$ cat config.mk
export PLATFORM = sky130hd
export DESIGN_NAME = f1_sequencer_flat
export DESIGN_NICKNAME = d
export VERILOG_FILES = /design/src/rtl/f1_sequencer_if.sv /design/src/rtl/f1_sequencer.sv /design/src/flat_wrapper.sv
export SDC_FILE = /design/constraint.sdc
export NUM_CORES = 1
export LEC_CHECK = 0
export BUFFER_PORTS_ARGS = -buffer_cell sky130_fd_sc_hd__buf_2
export CORE_AREA = 2 2 63 65
export CTS_BUF_LIST = sky130_fd_sc_hd__clkbuf_16
export DETAILED_ROUTE_END_ITERATION = 10
export DIE_AREA = 0 0 65 67
export PLACE_DENSITY = 0.75
export SYNTH_ARGS = -nofsm -noshare
export SYNTH_HDL_FRONTEND = slang
export SYNTH_SLANG_ARGS = --single-unit
$ cat constraint.sdc
create_clock -name clk -period 2.7 [get_ports clk]
set_input_delay 0.135 -clock clk [delete_from_list [all_inputs] [get_ports clk]]
set_output_delay 0.135 -clock clk [all_outputs]
set_load 0.005 [all_outputs]
$ cat src/rtl/f1_sequencer_if.sv
// f1_sequencer_if: start button, tick and delay-stage signals of the start-light sequencer
interface f1_sequencer_if;
   logic        tick;
   logic        start;
   logic        time_out;
   logic        trigger;
   logic [15:0] N;
   logic [9:0]  ledr;
   logic        busy;
   modport master (output tick, start, time_out, input trigger, N, ledr, busy);
   modport slave  (input tick, start, time_out, output trigger, N, ledr, busy);
endinterface

$ cat src/rtl/f1_sequencer.sv
// f1_sequencer: lights ten LEDs at a tick-based pace, then holds trigger until the delay stage times out
module f1_sequencer #(
   parameter int STEP_TICKS = 500,
   parameter int N_SHIFT    = 9
) (
   input logic           clk,
   input logic           rst_n,
   f1_sequencer_if.slave io_bus
);
   localparam int TW = (STEP_TICKS > 1) ? $clog2(STEP_TICKS) : 1;
   typedef enum logic [1:0] {IDLE, LIGHTS, HOLD, DONE} state_t;
   state_t        r_state, w_state;
   logic [6:0]    r_lfsr;
   logic [3:0]    r_step, w_step;
   logic [TW-1:0] r_tcnt, w_tcnt;
   logic [15:0]   r_n, w_n;
   logic [9:0]    r_ledr, w_ledr;
   logic          r_trigger, r_busy;
   // free-running x^7+x^6+1 LFSR, sampled on start to pick the hold count
   always_ff @(posedge clk or negedge rst_n)
      if (!rst_n) r_lfsr <= 7'h01;
      else r_lfsr <= {r_lfsr[5:0], r_lfsr[6] ^ r_lfsr[5]};
   // next state, light step, tick counter and latched hold count
   always_comb begin
      w_state = r_state;
      w_step  = r_step;
      w_tcnt  = r_tcnt;
      w_n     = r_n;
      case (r_state)
         IDLE:
            if (io_bus.start) begin
               w_state = LIGHTS;
               w_n     = 16'({9'b0, r_lfsr} << N_SHIFT);
               w_step  = 4'd1;
               w_tcnt  = '0;
            end
         LIGHTS:
            if (io_bus.tick) begin
               if (r_tcnt == TW'(STEP_TICKS - 1)) begin
                  w_tcnt = '0;
                  if (r_step == 4'd10) w_state = HOLD;
                  else w_step = r_step + 4'd1;
               end else w_tcnt = r_tcnt + TW'(1);
            end
         HOLD:
            if (io_bus.time_out) w_state = DONE;
         DONE:
            if (!io_bus.start) w_state = IDLE;
         default: w_state = IDLE;
      endcase
   end
   // light pattern fills from the MSB; computed from the next state so outputs are registered
   always_comb
      w_ledr = (w_state == LIGHTS) ? ~(10'h3FF >> w_step) : (w_state == HOLD) ? 10'h3FF : 10'h000;
   // state and registered Moore outputs
   always_ff @(posedge clk or negedge rst_n)
      if (!rst_n) begin
         r_state   <= IDLE;
         r_step    <= '0;
         r_tcnt    <= '0;
         r_n       <= '0;
         r_ledr    <= '0;
         r_trigger <= 1'b0;
         r_busy    <= 1'b0;
      end else begin
         r_state   <= w_state;
         r_step    <= w_step;
         r_tcnt    <= w_tcnt;
         r_n       <= w_n;
         r_ledr    <= w_ledr;
         r_trigger <= (w_state == HOLD);
         r_busy    <= (w_state == LIGHTS) || (w_state == HOLD);
      end
   assign io_bus.ledr    = r_ledr;
   assign io_bus.trigger = r_trigger;
   assign io_bus.busy    = r_busy;
   assign io_bus.N       = r_n;
endmodule

$ cat src/flat_wrapper.sv
// flat-port wrapper written by rule: the top's interface ports become plain ports
module f1_sequencer_flat 
#(
   parameter int STEP_TICKS = 500,
   parameter int N_SHIFT    = 9
)
  (clk, rst_n, io_bus_tick, io_bus_start, io_bus_time_out, io_bus_trigger, io_bus_N, io_bus_ledr, io_bus_busy);
  f1_sequencer_if io_bus_i ();
  input logic clk;
  input logic rst_n;
  input wire logic [$bits(io_bus_i.tick)-1:0] io_bus_tick;
  input wire logic [$bits(io_bus_i.start)-1:0] io_bus_start;
  input wire logic [$bits(io_bus_i.time_out)-1:0] io_bus_time_out;
  output wire logic [$bits(io_bus_i.trigger)-1:0] io_bus_trigger;
  output wire logic [$bits(io_bus_i.N)-1:0] io_bus_N;
  output wire logic [$bits(io_bus_i.ledr)-1:0] io_bus_ledr;
  output wire logic [$bits(io_bus_i.busy)-1:0] io_bus_busy;
  assign io_bus_i.tick = io_bus_tick;
  assign io_bus_i.start = io_bus_start;
  assign io_bus_i.time_out = io_bus_time_out;
  assign io_bus_trigger = io_bus_i.trigger;
  assign io_bus_N = io_bus_i.N;
  assign io_bus_ledr = io_bus_i.ledr;
  assign io_bus_busy = io_bus_i.busy;
  f1_sequencer #(.STEP_TICKS(STEP_TICKS), .N_SHIFT(N_SHIFT)) u_core (.clk(clk), .rst_n(rst_n), .io_bus(io_bus_i));
endmodule
# Word level (Yosys, flattened, before mapping)
# Index checks and enable logic that the tools add are counted.
dict set report totals {
  regBits 41
  latch_bits 0
  ram_bits 0
  romBits 0
  in_bits 5
  output_inout_bits 28
  elab_cells 45
  n_memories 0
}
dict set report op_classes {
  addsub 2
  n_mul 0
  n_div 0
  n_lt_le_gt_ge 0
  n_eq_ne 9
  n_shift 1
  muxes 18
  n_bitwise 2
  reduce_logical 5
}
# operator n
set op_table {}
lappend op_table {{9-bit 2-to-1 mux} 3}
lappend op_table {{10-bit 2-to-1 mux} 2}
lappend op_table {{9-bit case mux with 2 select lines} 1}
lappend op_table {{4-bit 2-to-1 mux} 4}
lappend op_table {{2-bit 2-to-1 mux} 6}
lappend op_table {{10-bit NOT} 1}
lappend op_table {{10-bit by 4-bit right shift with 10-bit output, first input constant} 1}
lappend op_table {{9-bit by 1-bit adder with 9-bit output, second input constant} 1}
lappend op_table {{9-bit == test, second input constant} 1}
lappend op_table {{2-bit case mux with 4 select lines} 1}
lappend op_table {{4-bit case mux with 2 select lines} 1}
lappend op_table {{2-bit == test, second input constant} 3}
lappend op_table {{4-bit by 1-bit adder with 4-bit output, second input constant} 1}
lappend op_table {{2-bit by 1-bit == test with 1-bit output, second input constant} 2}
lappend op_table {{4-bit == test, second input constant} 1}
lappend op_table {{2-bit != test, second input constant} 2}
lappend op_table {{3-bit AND reduction} 1}
lappend op_table {{2-bit logical NOT} 1}
lappend op_table {{2-bit AND reduction} 1}
lappend op_table {{2-bit nonzero test} 1}
lappend op_table {{1-bit logical OR} 1}
lappend op_table {{1-bit bitwise XOR} 1}

# Depth between registers and ports, before layout
# Gate-level depths: netlist of the first run.
dict set report depth {
  depth_word 8
  depth_mapped 10
  depth_no_buf 10
}

# Worst setup path after synthesis of the first run
# Ideal clock, no wire load.
dict set report synth_timing {
  path_type {flip-flop to flip-flop}
  startpoint {reg u_core.r_tcnt[0]}
  endpoint {reg u_core.r_ledr[2], in the netlist u_core.io_bus.ledr[2]}
  setup_ns 0.135
  arrival_time_ns 1.855
  required_time_ns 2.565
  slack_ns 0.710
  path_stages_with_launch 9
  path_buffers 0
  period_less_slack_ns 1.990
  path_cell_list {dfrtp_1 ha_1 nand4bb_4 nor2_4 nand3_4 o21a_1 ha_1 nor2_1 nor2_1}
}
dict set report synth_between {
  elab_chain_cells 7
  elab_cells_between_ends 13
  cone_classes {3 x eq/ne; 1 x shift; 8 x mux; 1 x bitwise}
}
# item line
set synth_lines {}
lappend synth_lines {{start, declared} f1_sequencer.sv:15} ;# logic [TW-1:0] r_tcnt, w_tcnt;
lappend synth_lines {{start signal, assigned} f1_sequencer.sv:68} ;# r_tcnt <= w_tcnt;
lappend synth_lines {{9-bit == test (*)} f1_sequencer.sv:39} ;# if (r_tcnt == TW'(STEP_TICKS - 1)) begin
lappend synth_lines {{4-bit 2-to-1 mux or 2-bit 2-to-1 mux (tied branches)} f1_sequencer.sv:39}
lappend synth_lines {{4-bit 2-to-1 mux or 2-bit 2-to-1 mux (tied branches)} f1_sequencer.sv:38} ;# if (io_bus.tick) begin
lappend synth_lines {{4-bit case mux with 2 select lines or 2-bit case mux with 4 select lines (tied branches)} f1_sequencer.sv:29} ;# case (r_state)
lappend synth_lines {{10-bit by 4-bit right shift with 10-bit output or 2-bit == test (tied branches)} f1_sequencer.sv:54} ;# w_ledr = (w_state == LIGHTS) ? ~(10'h3FF >> w_step) : (w_state == HOLD) ? 10'h3FF : 10'h000;
lappend synth_lines {{10-bit NOT or 10-bit 2-to-1 mux (tied branches)} f1_sequencer.sv:54}
lappend synth_lines {{10-bit 2-to-1 mux (*)} f1_sequencer.sv:54}
lappend synth_lines {{via u_core.w_ledr[2]} f1_sequencer.sv:17} ;# logic [9:0] r_ledr, w_ledr;
lappend synth_lines {{end signal, assigned} f1_sequencer.sv:70} ;# r_ledr <= w_ledr;
lappend synth_lines {{end, declared} f1_sequencer.sv:17}
# Mark *: on every way through the listed nets, which the timed path passes. The rest lies on a longest branch.
# A chain may end at the register's enable or synchronous reset.

# Worst setup path in the final report of the first run
dict set report layout_timing {
  startpoint {reg u_core.r_tcnt[0]}
  endpoint {reg u_core.r_ledr[6], in the netlist u_core.io_bus.ledr[6]}
}
# Same word-level chain as after synthesis.

==> results of run 1 <==
-- layout make-up --
class                           count  area (sq um)
Multi-Input combinational cell    111           805
Fill cell                         279          1420
Sequential cell                    41          1030
Clock inverter                      2          11.3
Inverter                            8          30.0
Clock buffer                        5           125
Tap cell                           48          60.1
Timing Repair Buffer               25           130
-- logic make-up (layout without fill, tap and decap cells) --
| family | after synthesis | after routing | synth area share, % |
|---|---|---|---|
| simple gates | 59 | 59 | 19.2 |
| flops | 41 | 41 | 53.6 |
| compound gates | 23 | 23 | 9.27 |
| buf+inv | 20 | 40 | 6.00 |
| mux | 8 | 8 | 5.29 |
| xor+xnor | 7 | 7 | 3.20 |
| fa+ha+maj | 5 | 5 | 3.26 |
| other cells | 1 | 9 | 0.196 |
-- synthesized netlist by cell type, types with 2 or more instances --
master and number:
inv_1 8, mux2_2 7, xor2_1 4, nand3b_1 2, and3_1 2, nor3b_1 2
ha_1 5, nor3_1 2, o21ai_1 4, nand3_1 5, xnor2_1 3, o21ai_0 4
dfrtp_1 40, nand2_1 12, or2b_2 2, a21oi_1 5, buf_4 9, nor2_1 21
-- metrics by stage --
| stage | hold WS (ps) | power [mW] | util (%) |
|---|---|---|---|
| finish | -42.4 | 1.42 | 60.7 |
| detailed placement | 298 | 0.885 | 56.9 |
| CTS | 5.59 | 1.44 | 60.7 |
| floorplan | -161 | 0.848 | - |
| global route | 52.7 | 1.49 | 60.7 |
| global placement | 280 | 0.875 | 56.9 |
-- sequential cells by signal, indices dropped and copies added, names as in the netlist --
register               flops
u_core.io_bus.N            7
u_core.r_lfsr              7
u_core.io_bus.ledr        10
u_core.r_tcnt              9
u_core.io_bus.trigger      1
u_core.r_state             2
u_core.io_bus.busy         1
u_core.r_step              4
-- power groups by stage --
stage	Clock, mW	Sequential (mW)	Combinational, mW
5_1_grt	0.576	0.732	0.179
3_5_place_dp	0	0.730	0.155
2_1_floorplan	0	0.719	0.128
4_1_cts	0.558	0.723	0.154
3_3_place_gp	0	0.729	0.147
6_report	0.545	0.723	0.151
-- routing by layer --
metal  track usage, %  up-vias  routed length, um
li1                 -      591                  -
met2             28.0       38               1490
met4             10.4        0                 87
met3             4.56        9                146
met5                0        -                  0
met1             20.6      591               1360
-- worst paths after layout --
kind / endpoint / cells after the start / from / slack [ps]
worst max-delay path: u_core.io_bus.ledr[6]$_DFF_PN0_ / 8 / u_core.r_tcnt[0]$_DFFE_PN0P_ / 470
worst min-delay path: u_core.io_bus.N[15]$_DFFE_PN0P_ / 1 / rst_n / -40
worst max register to register: u_core.io_bus.ledr[6]$_DFF_PN0_ / 8 / u_core.r_tcnt[0]$_DFFE_PN0P_ / 470
worst min register to register: u_core.r_lfsr[4]$_DFF_PN0_ / 0 / u_core.r_lfsr[3]$_DFF_PN0_ / 370
max in group asynchronous: u_core.r_step[0]$_DFF_PN0_ / 1 / rst_n / 2220
min in group clk: u_core.r_state[0]$_DFF_PN0_ / 3 / io_bus_start / 240
-- worst max-delay path, delay by kind of cell (launching register included) --
family | cells | cell delay (ps)
fa+ha+maj | 2 | 510
flops | 1 | 380
compound gates | 1 | 220
simple gates | 5 | 1000
==> run_results.csv, run 1 <==
group,metric,value,unit
global_route,antenna_found_initial,0,
clock_network,numClockSinks,41,
power_and_ir_drop,ir_drop,0.285,mV
timing,maxSlewViolCount,0,
yosys,yosys_warnings,0,
worst_setup_path,slowest_stage,"dfrtp_1",
final_layout,stdcell_count,240,
yosys,yosys.area.top_type,"dfrtp_1",
final_layout,final_cell_mix,"dfrtp_1 (40), buf_2 (23), nor2_1 (21)",
die,core,3610,sq um
placed_design,place.gp.congestion,0.832,
drt,drc_errors,0,
worst_setup_path,slowest_delay,380,ps
final_layout,nets,202,
yosys,synth-edff-count,0,
timing,relSlewSlack,44.6,%
yosys,synth_ff_type,"dfrtp_1",
clock_network,cts_tree,"done",
timing,fin_skew,2.90,ps
drt,drtPass1Iterations,6,
drt,ant_nets,0,
drt,wl_per_cell,12.8,um
die,dieHeight,67,um
power_and_ir_drop,power.density,649,nW/um^2
timing,setup_tns,0,ps
worst_hold_path,hp-class,"input pin to async pin",
global_route,grt_pass1_wl,5.56,mm
final_layout,stdcell_area,2190,sq um
yosys,synthDistinctLibCells,45,
power_and_ir_drop,p_leak,1.11,nW
timing,min_period,2230,ps
power_and_ir_drop,pwr-share-comb,10.6,%
drt,via_count,1229,
timing,clock.fmax,448,MHz
clock_network,insertion_delay,280,ps
worst_setup_path,critPathRequiredTime,2850,ps
drt,drt_iter0_drc,40,
power_and_ir_drop,p_seq_share,51.0,%
power_and_ir_drop,p_switching,0.351,mW
power_and_ir_drop,sw_frac_of_total,24.7,%
global_route,grt_max_degree,42,
final_layout,diodes,0,
global_route,grt_pass1_vias,1234,
clock_network,cts.htree.levels,2,
timing,fin_ws,469,ps
yosys,syn_inst,164,
yosys,synth.top_cell.area_share,52.2,%
yosys,synthArstFlopShare,100,%
global_route,grt_usage,17.3,%
yosys,synthesis.area,1920,sq um
yosys,syn_avg_cell_area,11.7,sq um
timing,worstMarginPinSlew,831,ps
timing,min_period_over_period,82.6,%
clock_network,cts-buffers-inserted,5,
power_and_ir_drop,clkPwrFrac,38.4,%
worst_setup_path,startpoint_type,"flop",
clock_network,clkTransAtPathRegs,50,ps
die,start_util,53.2,%
die,rows,22,
power_and_ir_drop,p_int,1.07,mW
placed_design,detailedPlace.worstSlack,490,ps
global_route,grt-ovfl-total,0,
placed_design,post_dp_cell_area,2050,sq um
final_layout,area_growth,14.2,%
drt,viasPerCell,5.12,
timing,hold_viol_final,40,
timing,setup_viol,0,
clock_network,clk_path_buf_depth,2,
worst_setup_path,worstPathArrival,2380,ps
clock_network,ctsHoldBuffers,0,
worst_setup_path,path_cells,"ha_1 -> nand4bb_4 -> nor2_4 -> nand3_4 -> o21a_1 -> ha_1 -> nor2_1 -> nor2_1",
final_layout,layout-drive-gt1-share,28.1,%
yosys,ys_ff_latch,41,
status,outcome,"finished with violations",
worst_setup_path,path_max_fanout,8,
status,violations,"negative hold slack",
final_layout,final_common_cell,"dfrtp_1",
placed_design,dp.cells,233,
timing,rsz0062_at_grt,"no",
placed_design,dpl.hpwl,2.29,mm
yosys,synth_area_leaders,"dfrtp_1 (52%), mux2_2 (4.1%), nor2_1 (4.1%)",
drt,wl,3.08,mm
clock_network,cts_setup_buffers,0,
clock_network,root_buffer,"clkbuf_16",
worst_setup_path,worstSetupPathType,"flop to flop",
timing,holdWs,-42.4,ps
die,io_pins,33,
placed_design,io_buffers,23,
die,fp.dieW,65,um
clock_network,post_cts_resized,0,
worst_setup_path,end_kind,"flop",
flow_run,cap_violations,0,
die,die_area,4360,sq um
yosys,ys_seq_area_share,53.6,%
(Power assumes the default switching activity.)
==> inputs of run 2 (changes only) <==
Clock period 2.7 ns to 2.2 ns, I/O delays scaled along.
==> run_results.csv, run 2 (synthesis results as in run 1) <==
group,metric,value,unit
placed_design,place.gp.congestion,0.924,
timing,setup_viol,0,
clock_network,insertion_delay,280,ps
power_and_ir_drop,sw_frac_of_total,23.3,%
die,dieHeight,67,um
worst_hold_path,hp-class,"input pin to flop",
clock_network,clkTransAtPathRegs,60,ps
final_layout,final_common_cell,"dfrtp_1",
die,io_pins,33,
die,start_util,53.2,%
timing,relSlewSlack,42.2,%
timing,hold_viol_final,0,
placed_design,dpl.hpwl,2.40,mm
power_and_ir_drop,p_switching,0.434,mW
die,die_area,4360,sq um
global_route,grt-ovfl-total,0,
final_layout,largest_reg_flops,10,
timing,clock.fmax,491,MHz
final_layout,area_growth,17.4,%
final_layout,fin_util,62.4,%
clock_network,numClockSinks,41,
power_and_ir_drop,power.density,829,nW/um^2
timing,worstMarginPinSlew,867,ps
timing,fin_ws,161,ps
worst_setup_path,path_max_fanout,6,
die,fp.dieW,65,um
worst_setup_path,slowest_delay,440,ps
drt,wl,3.29,mm
flow_run,cap_violations,0,
worst_setup_path,path_buf_inv,2,
power_and_ir_drop,ir_drop,0.489,mV
timing,fin_skew,4.69,ps
power_and_ir_drop,p_seq_share,47.5,%
power_and_ir_drop,power.total,1.87,mW
drt,drtPass1Iterations,4,
worst_setup_path,ff2ff_setup_slack,160,ps
drt,viasPerCell,5.17,
final_layout,diodes,0,
timing,maxSlewViolCount,0,
final_layout,nets,204,
timing,holdWs,192,ps
worst_setup_path,path_cells,"inv_1 -> ha_1 -> nand2_1 -> or2_2 -> nor2_1 -> nor2_2 -> ha_2 -> inv_1 -> nor4_4 -> a21oi_1",
final_layout,layout-drive-gt1-share,30.3,%
placed_design,post_dp_cell_area,2060,sq um
drt,ant_nets,0,
global_route,grt_pass1_wl,5.68,mm
power_and_ir_drop,pwr-share-comb,10.1,%
clock_network,cts.htree.levels,2,
die,rows,22,
power_and_ir_drop,p_int,1.43,mW
global_route,grt_max_degree,42,
final_layout,stdcell_count,243,
clock_network,cts_setup_buffers,0,
clock_network,cts-buffers-inserted,5,
worst_setup_path,critPathRequiredTime,2350,ps
worst_setup_path,worstPathArrival,2190,ps
power_and_ir_drop,p_leak,1.14,nW
timing,min_period,2040,ps
worst_setup_path,startpoint_type,"flop",
placed_design,io_buffers,23,
timing,setup_tns,0,ps
worst_setup_path,slowest_stage,"dfrtp_1",
clock_network,clk_path_buf_depth,2,
worst_setup_path,worst_path_most_repeated_cell,"inv_1",
global_route,grt_usage,17.6,%
status,outcome,"finished clean",
global_route,grt_pass1_vias,1265,
placed_design,detailedPlace.worstSlack,67.9,ps
drt,drt_iter0_drc,44,
final_layout,stdcell_area,2250,sq um
drt,via_count,1256,
clock_network,cts_tree,"done",
final_layout,final_cell_mix,"dfrtp_1 (40), buf_2 (23), nor2_1 (19)",
clock_network,root_buffer,"clkbuf_16",
timing,rsz0062_at_grt,"no",
die,core,3610,sq um
placed_design,dp.cells,234,
drt,drc_errors,0,
worst_setup_path,worstSetupPathType,"flop to flop",
worst_setup_path,critPathTopFamily,"simple AND/OR/NAND/NOR gates",
drt,wl_per_cell,13.5,um
timing,min_period_over_period,92.7,%
global_route,antenna_found_initial,0,
power_and_ir_drop,clkPwrFrac,42.4,%
worst_setup_path,end_kind,"flop",
[run 2: cell types whose count changed in the layout (fill, tap and decap cells not counted), moves of 2 or more]
cell | previous run | this run
nor2_2 | 0 | 2
ha_2 | 0 | 2
nor2_1 | 21 | 19
ha_1 | 5 | 3
[run 2: tightest hold or removal path, stage by stage]
cell	delay [ps]
buf_2	80
o22ai_1	80
nor2_2	140
[run 2: worst paths after layout]
check,from,end,cells past startpoint
hold / removal,io_bus_time_out,u_core.r_state[0]$_DFF_PN0_,3
setup / recovery,u_core.r_step[0]$_DFF_PN0_,u_core.io_bus.ledr[9]$_DFF_PN0_,10
hold reg to reg,u_core.r_lfsr[2]$_DFF_PN0_,u_core.r_lfsr[3]$_DFF_PN0_,0
min in group asynchronous,rst_n,u_core.r_tcnt[0]$_DFFE_PN0P_,2
setup reg to reg,u_core.r_step[0]$_DFF_PN0_,u_core.io_bus.ledr[9]$_DFF_PN0_,10
max in group asynchronous,rst_n,u_core.io_bus.trigger$_DFF_PN0_,2
[run 2: what timing repair did]
item,4_1_cts,5_1_grt
endpoints found under the setup margin,0,8
hold buffers,1,0
hold endpoints to repair,40,0
resized for setup,0,5
[run 2: layout make-up]
| class | instances | area, sq um |
|---|---|---|
| fill | 287 | 1360 |
| sequential | 41 | 1030 |
| multi-input combinational | 111 | 823 |
| timing repair buffer | 27 | 148 |
| clock buffer | 5 | 125 |
| tap | 48 | 60.1 |
| clock inverter | 3 | 37.5 |
| inverter | 8 | 30.0 |
[run 2: routing by layer]
metal / part of all wire (%) / wire length, um / global-route usage, % / vias to the layer above
li1: - / - / - / 599
met1: 44 / 1450 / 21.9 / 610
met2: 49 / 1620 / 28.7 / 40
met3: 5.0 / 163 / 4.56 / 7
met4: 1.7 / 55 / 8.51 / 0
met5: 0 / 0 / 0 / -
[run 2: power by group through the flow]
stage	Clock, mW	Combinational, mW	Sequential [mW]
2_1_floorplan	0	0.158	0.883
3_3_place_gp	0	0.180	0.894
3_5_place_dp	0	0.189	0.897
4_1_cts	0.804	0.191	0.885
5_1_grt	0.835	0.221	0.899
6_report	0.790	0.189	0.887
